$ cat src/rtl/cpu_pkg.sv
// Shared constants for the accumulator CPU: sequencer state encoding and
// the opcode map used by both the sequencer and the decoder.
package cpu_pkg;

  // Sequencer states (2-bit, legacy-compatible encoding)
  localparam logic [1:0] S_FETCH = 2'd0;
  localparam logic [1:0] S_EXEC1 = 2'd1;
  localparam logic [1:0] S_EXEC2 = 2'd2;
  localparam logic [1:0] S_HALT  = 2'd3;

  // Opcode map (4-bit opcode field at the top of the instruction word)
  localparam logic [3:0] OP_LDA = 4'h0;
  localparam logic [3:0] OP_STA = 4'h1;
  localparam logic [3:0] OP_ADD = 4'h2;
  localparam logic [3:0] OP_SUB = 4'h3;
  localparam logic [3:0] OP_JMP = 4'h4;
  localparam logic [3:0] OP_JMI = 4'h5;
  localparam logic [3:0] OP_JEQ = 4'h6;
  localparam logic [3:0] OP_STP = 4'h7;
  localparam logic [3:0] OP_AND = 4'h8;
  localparam logic [3:0] OP_OR  = 4'h9;
  localparam logic [3:0] OP_XOR = 4'ha;
  localparam logic [3:0] OP_NOT = 4'hb;
  localparam logic [3:0] OP_SHL = 4'hc;
  localparam logic [3:0] OP_ASR = 4'hd;

endpackage

$ cat src/rtl/cpu_sequencer_if.sv
// Bundle between the sequencer and its surroundings (RAM, accumulator,
// decoder). The step signal exists only when CPU_SEQ_SINGLE_STEP_EN is defined.
//
// Flow control: there is no valid/ready pair here. run is the only throttle;
// a phase takes effect on exactly those cycles where its strobe is high, and
// the decoder must act on a strobe in the same cycle it is asserted.
interface cpu_sequencer_if #(
  parameter int DATA_W = 16,
  parameter int OPC_W  = 4,
  parameter int CNT_W  = 16
);
  logic                    run;
  logic [DATA_W-1:0]       mem_q;
  logic [DATA_W-1:0]       acc;
  logic                    extra;
`ifdef CPU_SEQ_SINGLE_STEP_EN
  logic                    step;
`endif
  logic                    fetch;
  logic                    exec1;
  logic                    exec2;
  logic [OPC_W-1:0]        ir;
  logic [DATA_W-OPC_W-1:0] operand;
  logic                    eq;
  logic                    mi;
  logic                    halted;
  logic [CNT_W-1:0]        cycle_cnt;
  logic [1:0]              state;   // debug view of the sequencer FSM

  // Environment side: drives the sequencer inputs, observes its outputs
  modport master (
`ifdef CPU_SEQ_SINGLE_STEP_EN
    output step,
`endif
    output run, mem_q, acc, extra,
    input  fetch, exec1, exec2, ir, operand, eq, mi, halted, cycle_cnt, state
  );

  // Sequencer side
  modport slave (
`ifdef CPU_SEQ_SINGLE_STEP_EN
    input  step,
`endif
    input  run, mem_q, acc, extra,
    output fetch, exec1, exec2, ir, operand, eq, mi, halted, cycle_cnt, state
  );
endinterface

$ cat src/rtl/cpu_flag_gen.sv
// Accumulator flags for the decoder: EQ when the accumulator is zero,
// MI when its sign bit is set. Purely combinational.
module cpu_flag_gen #(
  parameter int DATA_W = 16
) (
  input  logic [DATA_W-1:0] acc,
  output logic              eq,
  output logic              mi
);

  assign eq = (acc == '0);
  assign mi = acc[DATA_W-1];

endmodule

$ cat src/rtl/cpu_sequencer.sv
// Instruction-cycle timing generator for the accumulator CPU. Latches the
// instruction word during FETCH, drives FETCH/EXEC1/EXEC2 strobes, halts on
// STP and counts executed cycles (saturating).
// Optional feature macro: CPU_SEQ_SINGLE_STEP_EN (one instruction per STEP
// rising edge while run is low).
module cpu_sequencer
  import cpu_pkg::*;
#(
  parameter int               DATA_W     = 16,
  parameter int               OPC_W      = 4,
  parameter int               CNT_W      = 16,
  parameter logic [OPC_W-1:0] STP_OPCODE = OP_STP
) (
  input  logic           clk,
  input  logic           rst,
  cpu_sequencer_if.slave bus
);

  localparam logic [CNT_W-1:0] CNT_MAX = {CNT_W{1'b1}};
  localparam logic [CNT_W-1:0] CNT_ONE = {{(CNT_W-1){1'b0}}, 1'b1};

  logic [1:0]              state;
  logic [1:0]              state_nxt;
  logic [OPC_W-1:0]        ir;
  logic [DATA_W-OPC_W-1:0] operand;
  logic                    halted;
  logic [CNT_W-1:0]        cycle_cnt;
  logic                    advance;
  logic                    is_stp;
  logic                    instr_end;

  assign is_stp = (ir == STP_OPCODE);

`ifdef CPU_SEQ_SINGLE_STEP_EN
  logic step_d;
  logic step_active;

  // Arm one whole instruction on a STEP rising edge while frozen; drop it
  // when that instruction completes (back to FETCH or into HALT)
  always_ff @(posedge clk or posedge rst) begin
    if (rst) begin
      step_d      <= 1'b0;
      step_active <= 1'b0;
    end else begin
      step_d <= bus.step;
      if (step_active && instr_end) begin
        step_active <= 1'b0;
      end else if (!bus.run && bus.step && !step_d && !step_active && !halted) begin
        step_active <= 1'b1;
      end
    end
  end

  assign advance = (bus.run | step_active) & ~halted;
`else
  assign advance = bus.run & ~halted;
`endif

  // Next-state selection; instr_end marks the edge that finishes an instruction
  always_comb begin
    state_nxt = state;
    instr_end = 1'b0;
    if (advance) begin
      case (state)
        S_FETCH: state_nxt = S_EXEC1;
        S_EXEC1: begin
          if (is_stp) begin
            state_nxt = S_HALT;
            instr_end = 1'b1;
          end else if (bus.extra) begin
            state_nxt = S_EXEC2;
          end else begin
            state_nxt = S_FETCH;
            instr_end = 1'b1;
          end
        end
        S_EXEC2: begin
          state_nxt = S_FETCH;
          instr_end = 1'b1;
        end
        default: state_nxt = S_HALT;
      endcase
    end
  end

  // State, instruction latch, sticky halt flag and saturating cycle counter
  always_ff @(posedge clk or posedge rst) begin
    if (rst) begin
      state     <= S_FETCH;
      ir        <= '0;
      operand   <= '0;
      halted    <= 1'b0;
      cycle_cnt <= '0;
    end else begin
      state <= state_nxt;
      if (advance && state == S_FETCH) begin
        {ir, operand} <= bus.mem_q;
      end
      if (advance && state == S_EXEC1 && is_stp) begin
        halted <= 1'b1;
      end
      if (advance && cycle_cnt != CNT_MAX) begin
        cycle_cnt <= cycle_cnt + CNT_ONE;
      end
    end
  end

  // Strobes are gated by advance so frozen cycles have no decoder side effects
  assign bus.fetch     = advance && (state == S_FETCH);
  assign bus.exec1     = advance && (state == S_EXEC1);
  assign bus.exec2     = advance && (state == S_EXEC2);
  assign bus.ir        = ir;
  assign bus.operand   = operand;
  assign bus.halted    = halted;
  assign bus.cycle_cnt = cycle_cnt;
  assign bus.state     = state;

  cpu_flag_gen #(.DATA_W(DATA_W)) u_flags (
    .acc (bus.acc),
    .eq  (bus.eq),
    .mi  (bus.mi)
  );

endmodule

$ cat src/flat_wrapper.sv
// flat-port wrapper written by rule: the top's interface ports become plain ports
module cpu_sequencer_flat import cpu_pkg::*;
#(
  parameter int               DATA_W     = 16,
  parameter int               OPC_W      = 4,
  parameter int               CNT_W      = 16,
  parameter logic [OPC_W-1:0] STP_OPCODE = OP_STP
)
  (clk, rst, bus_run, bus_mem_q, bus_acc, bus_extra, bus_fetch, bus_exec1, bus_exec2, bus_ir, bus_operand, bus_eq, bus_mi, bus_halted, bus_cycle_cnt, bus_state);
  cpu_sequencer_if #(.DATA_W(DATA_W), .OPC_W(OPC_W), .CNT_W(CNT_W)) bus_i ();
  input  logic clk;
  input  logic rst;
  input wire logic [$bits(bus_i.run)-1:0] bus_run;
  input wire logic [$bits(bus_i.mem_q)-1:0] bus_mem_q;
  input wire logic [$bits(bus_i.acc)-1:0] bus_acc;
  input wire logic [$bits(bus_i.extra)-1:0] bus_extra;
  output wire logic [$bits(bus_i.fetch)-1:0] bus_fetch;
  output wire logic [$bits(bus_i.exec1)-1:0] bus_exec1;
  output wire logic [$bits(bus_i.exec2)-1:0] bus_exec2;
  output wire logic [$bits(bus_i.ir)-1:0] bus_ir;
  output wire logic [$bits(bus_i.operand)-1:0] bus_operand;
  output wire logic [$bits(bus_i.eq)-1:0] bus_eq;
  output wire logic [$bits(bus_i.mi)-1:0] bus_mi;
  output wire logic [$bits(bus_i.halted)-1:0] bus_halted;
  output wire logic [$bits(bus_i.cycle_cnt)-1:0] bus_cycle_cnt;
  output wire logic [$bits(bus_i.state)-1:0] bus_state;
  assign bus_i.run = bus_run;
  assign bus_i.mem_q = bus_mem_q;
  assign bus_i.acc = bus_acc;
  assign bus_i.extra = bus_extra;
  assign bus_fetch = bus_i.fetch;
  assign bus_exec1 = bus_i.exec1;
  assign bus_exec2 = bus_i.exec2;
  assign bus_ir = bus_i.ir;
  assign bus_operand = bus_i.operand;
  assign bus_eq = bus_i.eq;
  assign bus_mi = bus_i.mi;
  assign bus_halted = bus_i.halted;
  assign bus_cycle_cnt = bus_i.cycle_cnt;
  assign bus_state = bus_i.state;
  cpu_sequencer #(.DATA_W(DATA_W), .OPC_W(OPC_W), .CNT_W(CNT_W), .STP_OPCODE(STP_OPCODE)) u_core (.clk(clk), .rst(rst), .bus(bus_i));
endmodule
$ cat config.mk
export PLATFORM = sky130hd
export DESIGN_NAME = cpu_sequencer_flat
export DESIGN_NICKNAME = d
export VERILOG_FILES = /design/src/rtl/cpu_pkg.sv /design/src/rtl/cpu_sequencer_if.sv /design/src/rtl/cpu_flag_gen.sv /design/src/rtl/cpu_sequencer.sv /design/src/flat_wrapper.sv
export SDC_FILE = /design/constraint.sdc
export NUM_CORES = 1
export LEC_CHECK = 0
export BUFFER_PORTS_ARGS = -buffer_cell sky130_fd_sc_hd__clkbuf_2
export CAP_MARGIN = 20
export CORE_MARGIN = 1.5
export CORE_UTILIZATION = 49
export CTS_CLUSTER_SIZE = 28
export DETAILED_ROUTE_END_ITERATION = 7
export MAX_ROUTING_LAYER = met4
export PLACE_DENSITY = 0.84
export SYNTH_ARGS = -nofsm -noshare
export SYNTH_HDL_FRONTEND = slang
export SYNTH_SLANG_ARGS = --single-unit
$ cat constraint.sdc
create_clock -name clk -period 3.46 [get_ports clk]
set_input_delay 0.173 -clock clk [delete_from_list [all_inputs] [get_ports clk]]
set_output_delay 0.173 -clock clk [all_outputs]
set_load 0.05 [all_outputs]
Yosys cells after proc, flatten, opt, wreduce, memory -nomap -nowiden
Index checks and enable logic that the tools add are counted.
Storage, ports and cells
  output and inout bits: 40
  logic and storage cells: 22
  register bits after elaboration: 35
  input port bits: 36
Operators by class
  eq/ne operators: 4
  muxes and demuxes: 3
  add/sub/neg operators: 1
  reduce and logical (&&, ||, !) cells: 7
  bitwise operators: 2
Operators with widths (count)
  $add A16 B1 Y16 const B: 1
  $logic_not A16 Y1: 1
  $ne A16 B16 Y1 const B: 1
  $pmux W2 S3: 1
  $logic_and A1 B1 Y1: 5
  $eq A4 B3 Y1 const B: 1
  $mux W2: 2
  $eq A2 B1 Y1 const B: 1
  $eq A2 B2 Y1 const B: 1
  $logic_not A2 Y1: 1
  $and A1 B1 Y1: 1
  $not A1 Y1: 1

Logic depth before layout (Yosys ltp)
  depth after elaboration: 4
  depth in mapped cells: 5
  mapped depth without buffers: 5

Hierarchy
From an unflattened synthesis, not the netlist that was laid out.
Unflattened totals
  cells, all modules: 125
  area, all modules: 1582.8 µm²
Modules (own cells, without submodules)
  cpu_sequencer: area each 1541.5 µm², times used 1, cells each 119, seq. area each 875.8 µm²
  cpu_flag_gen: area each 41.3 µm², times used 1, cells each 6, seq. area each 0.0 µm²

Least setup slack after synthesis
OpenSTA, ideal clock, no wires.
  path kind: reg-to-output
  start: reg u_core.halted (netlist: u_core.bus.halted)
  end: out bus_exec2
  buffers on the path: 1
  cell stages (with the launch flop): 4
  arrival time: 2.136 ns
  data required time: 3.287 ns
  slack: 1.151 ns
  cell sequence: dfrtp_1 -> nand2b_1 -> buf_2 -> nor3b_1
Between the ends
  cells in the longest elaborated chain, start to end: 3
Ends and longest elaborated chain
  start: declaration: RTL line cpu_sequencer.sv:26  | logic halted;
  start signal: assignment: RTL line cpu_sequencer.sv:92  | halted <= 1'b0;
  start signal: assignment: RTL line cpu_sequencer.sv:100  | halted <= 1'b1;
  $not A1 Y1: RTL line cpu_sequencer.sv:56  | assign advance = bus.run & ~halted;
  $and A1 B1 Y1: RTL line cpu_sequencer.sv:56
  $logic_and A1 B1 Y1: RTL line cpu_sequencer.sv:111  | assign bus.exec2 = advance && (state == S_EXEC2);
  end: declaration: RTL line flat_wrapper.sv:19  | output wire logic [$bits(bus_i.exec2)-1:0] bus_exec2;
No other way between the ends.

Worst setup path after layout
  start: reg u_core.halted (netlist: u_core.bus.halted)
  end: out bus_fetch
Between the ends
  cells in the longest elaborated chain, start to end: 3
Ends and longest elaborated chain
  $not A1 Y1: RTL line cpu_sequencer.sv:56
  $and A1 B1 Y1: RTL line cpu_sequencer.sv:56
  $logic_and A1 B1 Y1: RTL line cpu_sequencer.sv:109  | assign bus.fetch = advance && (state == S_FETCH);
  end: declaration: RTL line flat_wrapper.sv:17  | output wire logic [$bits(bus_i.fetch)-1:0] bus_fetch;
No other way between the ends.

==> summary.txt <==
Run status
  – Status: finished, final reports clean

Floorplan
  – Die X: 60.42 um
  – Num rows: 20
  – Number of I/O pins: 76
  – Starting Density: 52.06%
  – Area of the core: just over 3000 um^2
  – Die Ht: around 60 um
  – DIE AREA: 3650 um^2

Clocking
  – H-tree levels: 2
  – Clock Tree Root: clkbuf_4
  – Clk_lat worst skew: 340 ps
  – Num CTS Buffers: 5
  – Clk sinks: 35
  – Cts hold-fix bufs: 1
  – Reg clk slew, reported paths: 100 ps
  – CTS tree: yes
  – Post-CTS Setup Bufs: 0
  – Clk buf depth: 2
  – Post-cts sizing count: 0

Pwr
  – Maximum vdd ir drop: 738.6 uV
  – Tot Pwr: 2.127 mW
  – Leakage Power: 1.104 nW
  – Power per cell area: ~1000 nW/um^2

Synthesis
  – Synthesis Warnings: 0
  – Mean Syn Cell Area: 12.43 um^2
  – Mapped cell area: 1615 um^2
  – Syn nets: around 170
  – Cells after Synth: 130
  – Post-synthesis sequential area ratio: a little over half
  – Synth cell types: 31
  – Synth Register Bits: 35

Worst setup path
  – Slowest CP cell: nor3_4
  – Worst EP required: 3290 ps
  – Crit path largest cell delay: about 700 ps
  – Crit path kind: reg2out
  – CP Capture Type: primary output
  – WP data arrival: 2190 ps
  – Critical path launch point type: register
  – Crit-path cells: nand2b_1, nor3_4, clkbuf_2
  – Critical path peak fanout: 17

STA
  – Fin crit period: 2360 ps
  – Relative slew margins: 46.94%
  – Fmax: around 0.42 GHz
  – Max Slew Vio Count: 0
  – Worst-Margin Slew: approximately 790 ps
  – Tcrit/Tclk final: 68.22%
  – Final Setup Violations: 0
  – Final setup TNS: 0 ps
  – Hold Vio Cnt, Final: 0
  – Layout Skew: 10.56 ps
  – RSZ-0062 raised after global routing: no

Global routing
  – Vias in the first global route: 1240
  – Grt ovf: 0
  – Initial antenna violation count: 0
  – Largest net degree at the start of global routing: 36
  – First-pass GRT wire length: 5547 um
  – Total track usage: about 22%

Final layout
  – Most common cell after layout, fill and taps aside: clkbuf_2
  – Post-synthesis to final-layout area growth: 32.92%
  – Finished Layout Cells: between 200 and 300
  – Fin nets: 248
  – Commonest cells after routing, fill and taps aside: 75 x clkbuf_2, 35 x dfrtp_1, 18 x mux2_1
  – Layout cell share with drive strength beyond 1: a little over two fifths
  – Diode count: 0

Routing
  – DR vias/cell: 5.199
  – First-pass DRT Iterations: 4
  – ANT nets after route: 0
  – WL/cell: 13.71 um
  – DRC: 0
  – Total vias in the final route: 1331
  – First DRT Iteration DRCs: 61
  – Final WL: 3511 um

Place
  – DP HPWL: roughly 2700 um
  – GP Congestion: 0.8116
  – I/O Buffers: 75
  – Placed insts: ~250

Run
  – Number of max-cap violations: 0

Hold path
  – Worst Hold Class: in2reg
## final timing paths
check	from	to	slack, ps	cells past startpoint
setup / recovery	u_core.bus.halted$_DFFE_PP0P_	bus_fetch	1100	3
hold / removal	bus_mem_q[4]	u_core.bus.operand[4]$_DFFE_PP0P_	40	2
setup reg to reg	u_core.bus.halted$_DFFE_PP0P_	u_core.bus.cycle_cnt[14]$_DFFE_PP0P_	1470	4
hold reg to reg	u_core.bus.operand[10]$_DFFE_PP0P_	u_core.bus.operand[10]$_DFFE_PP0P_	500	1
max in group asynchronous	rst	u_core.bus.cycle_cnt[4]$_DFFE_PP0P_	2700	4
min in group asynchronous	rst	u_core.bus.operand[7]$_DFFE_PP0P_	450	4
## power by group
| part | leakage, nW | switching, mW | internal [mW] | total [mW] |
|---|---|---|---|---|
| combinational | 0.627 | 0.793 | 0.256 | 1.05 |
| clock | 0.0525 | 0.132 | 0.225 | 0.357 |
| sequential | 0.425 | 0.150 | 0.569 | 0.720 |
| total | 1.10 | 1.08 | 1.05 | 2.13 |
## per-stage QoR
| stage | util (%) | cell area (um^2) | setup WS [ps] | hold WS (ps) |
|---|---|---|---|---|
| floorplan | - | 1615 | 1151 | 307.7 |
| global placement | 65.60 | 2036 | 1474 | 270.4 |
| detailed placement | 65.60 | 2036 | 1459 | 270.3 |
| CTS | 69.19 | 2147 | 1074 | 36.99 |
| global route | 69.19 | 2147 | 952.5 | 26.33 |
| finish | 69.19 | 2147 | 1100 | 39.26 |
## layer usage
layer / wire length, um / part of all wire (%) / GRT usage [%] / up-vias
met5: 0 / 0 / - / -
met1: 1411 / 40 / 24.16 / 633
li1: - / - / - / 633
met3: 238 / 6.8 / 4.904 / 8
met2: 1793 / 51 / 37.89 / 57
met4: 68 / 1.9 / 9.938 / 0
## cells in the mapped netlist, drive strengths merged
master / instances / area (um^2)
dfrtp: 35 / 875.8
mux2: 18 / 202.7
xor2: 12 / 105.1
nor3: 10 / 61.31
nor2: 7 / 26.28
nor4: 7 / 58.81
nand2: 6 / 22.52
nand3: 5 / 30.03
nand4: 5 / 37.53
nor3b: 4 / 30.03
buf: 3 / 17.52
and2: 2 / 12.51
and4: 2 / 17.52
inv: 2 / 7.510
xnor2: 2 / 25.03
a21o: 1 / 7.510
a21oi: 1 / 5.000
and3: 1 / 6.260
and4b: 1 / 10.01
ha: 1 / 12.51
nand2b: 1 / 6.260
nor2b: 1 / 6.260
o22a: 1 / 8.760
or3: 1 / 11.26
or4: 1 / 11.26
## state kept, by name (all words and copies together) (netlist names)
name,cells
u_core.bus.halted,1
u_core.bus.operand,12
u_core.bus.cycle_cnt,16
u_core.bus.ir,4
u_core.bus.state,2
## cells by family (layout without fill, tap and decap cells)
| family | Yosys count | after routing | synth area share [%] |
|---|---|---|---|
| buffers and inverters | 5 | 87 | 1.550 |
| flip-flops | 35 | 35 | 54.22 |
| multiplexers | 18 | 18 | 12.55 |
| XOR/XNOR | 14 | 14 | 8.056 |
| AO/OA/AOI/OAI | 3 | 3 | 1.317 |
| adder cells (fa/ha/maj) | 1 | 1 | 0.7745 |
| AND/OR/NAND/NOR | 54 | 54 | 21.53 |
## cell type report
cell class | count | area (um^2)
multi-input combinational | 90 | 714.4
sequential | 35 | 875.8
inverter | 2 | 7.507
fill | 249 | 955.9
timing repair buffer | 77 | 392.9
clock inverter | 2 | 60.06
tap | 44 | 55.05
clock buffer | 6 | 41.29
## critical path: cells and delay by family (launching register included)
| family | cells | cell delay (ps) |
|---|---|---|
| AND/OR/NAND/NOR | 2 | 1040 |
| flip-flops | 1 | 410 |
| buffers and inverters | 1 | 400 |
Note: power is estimated with default switching activity, not from simulation.
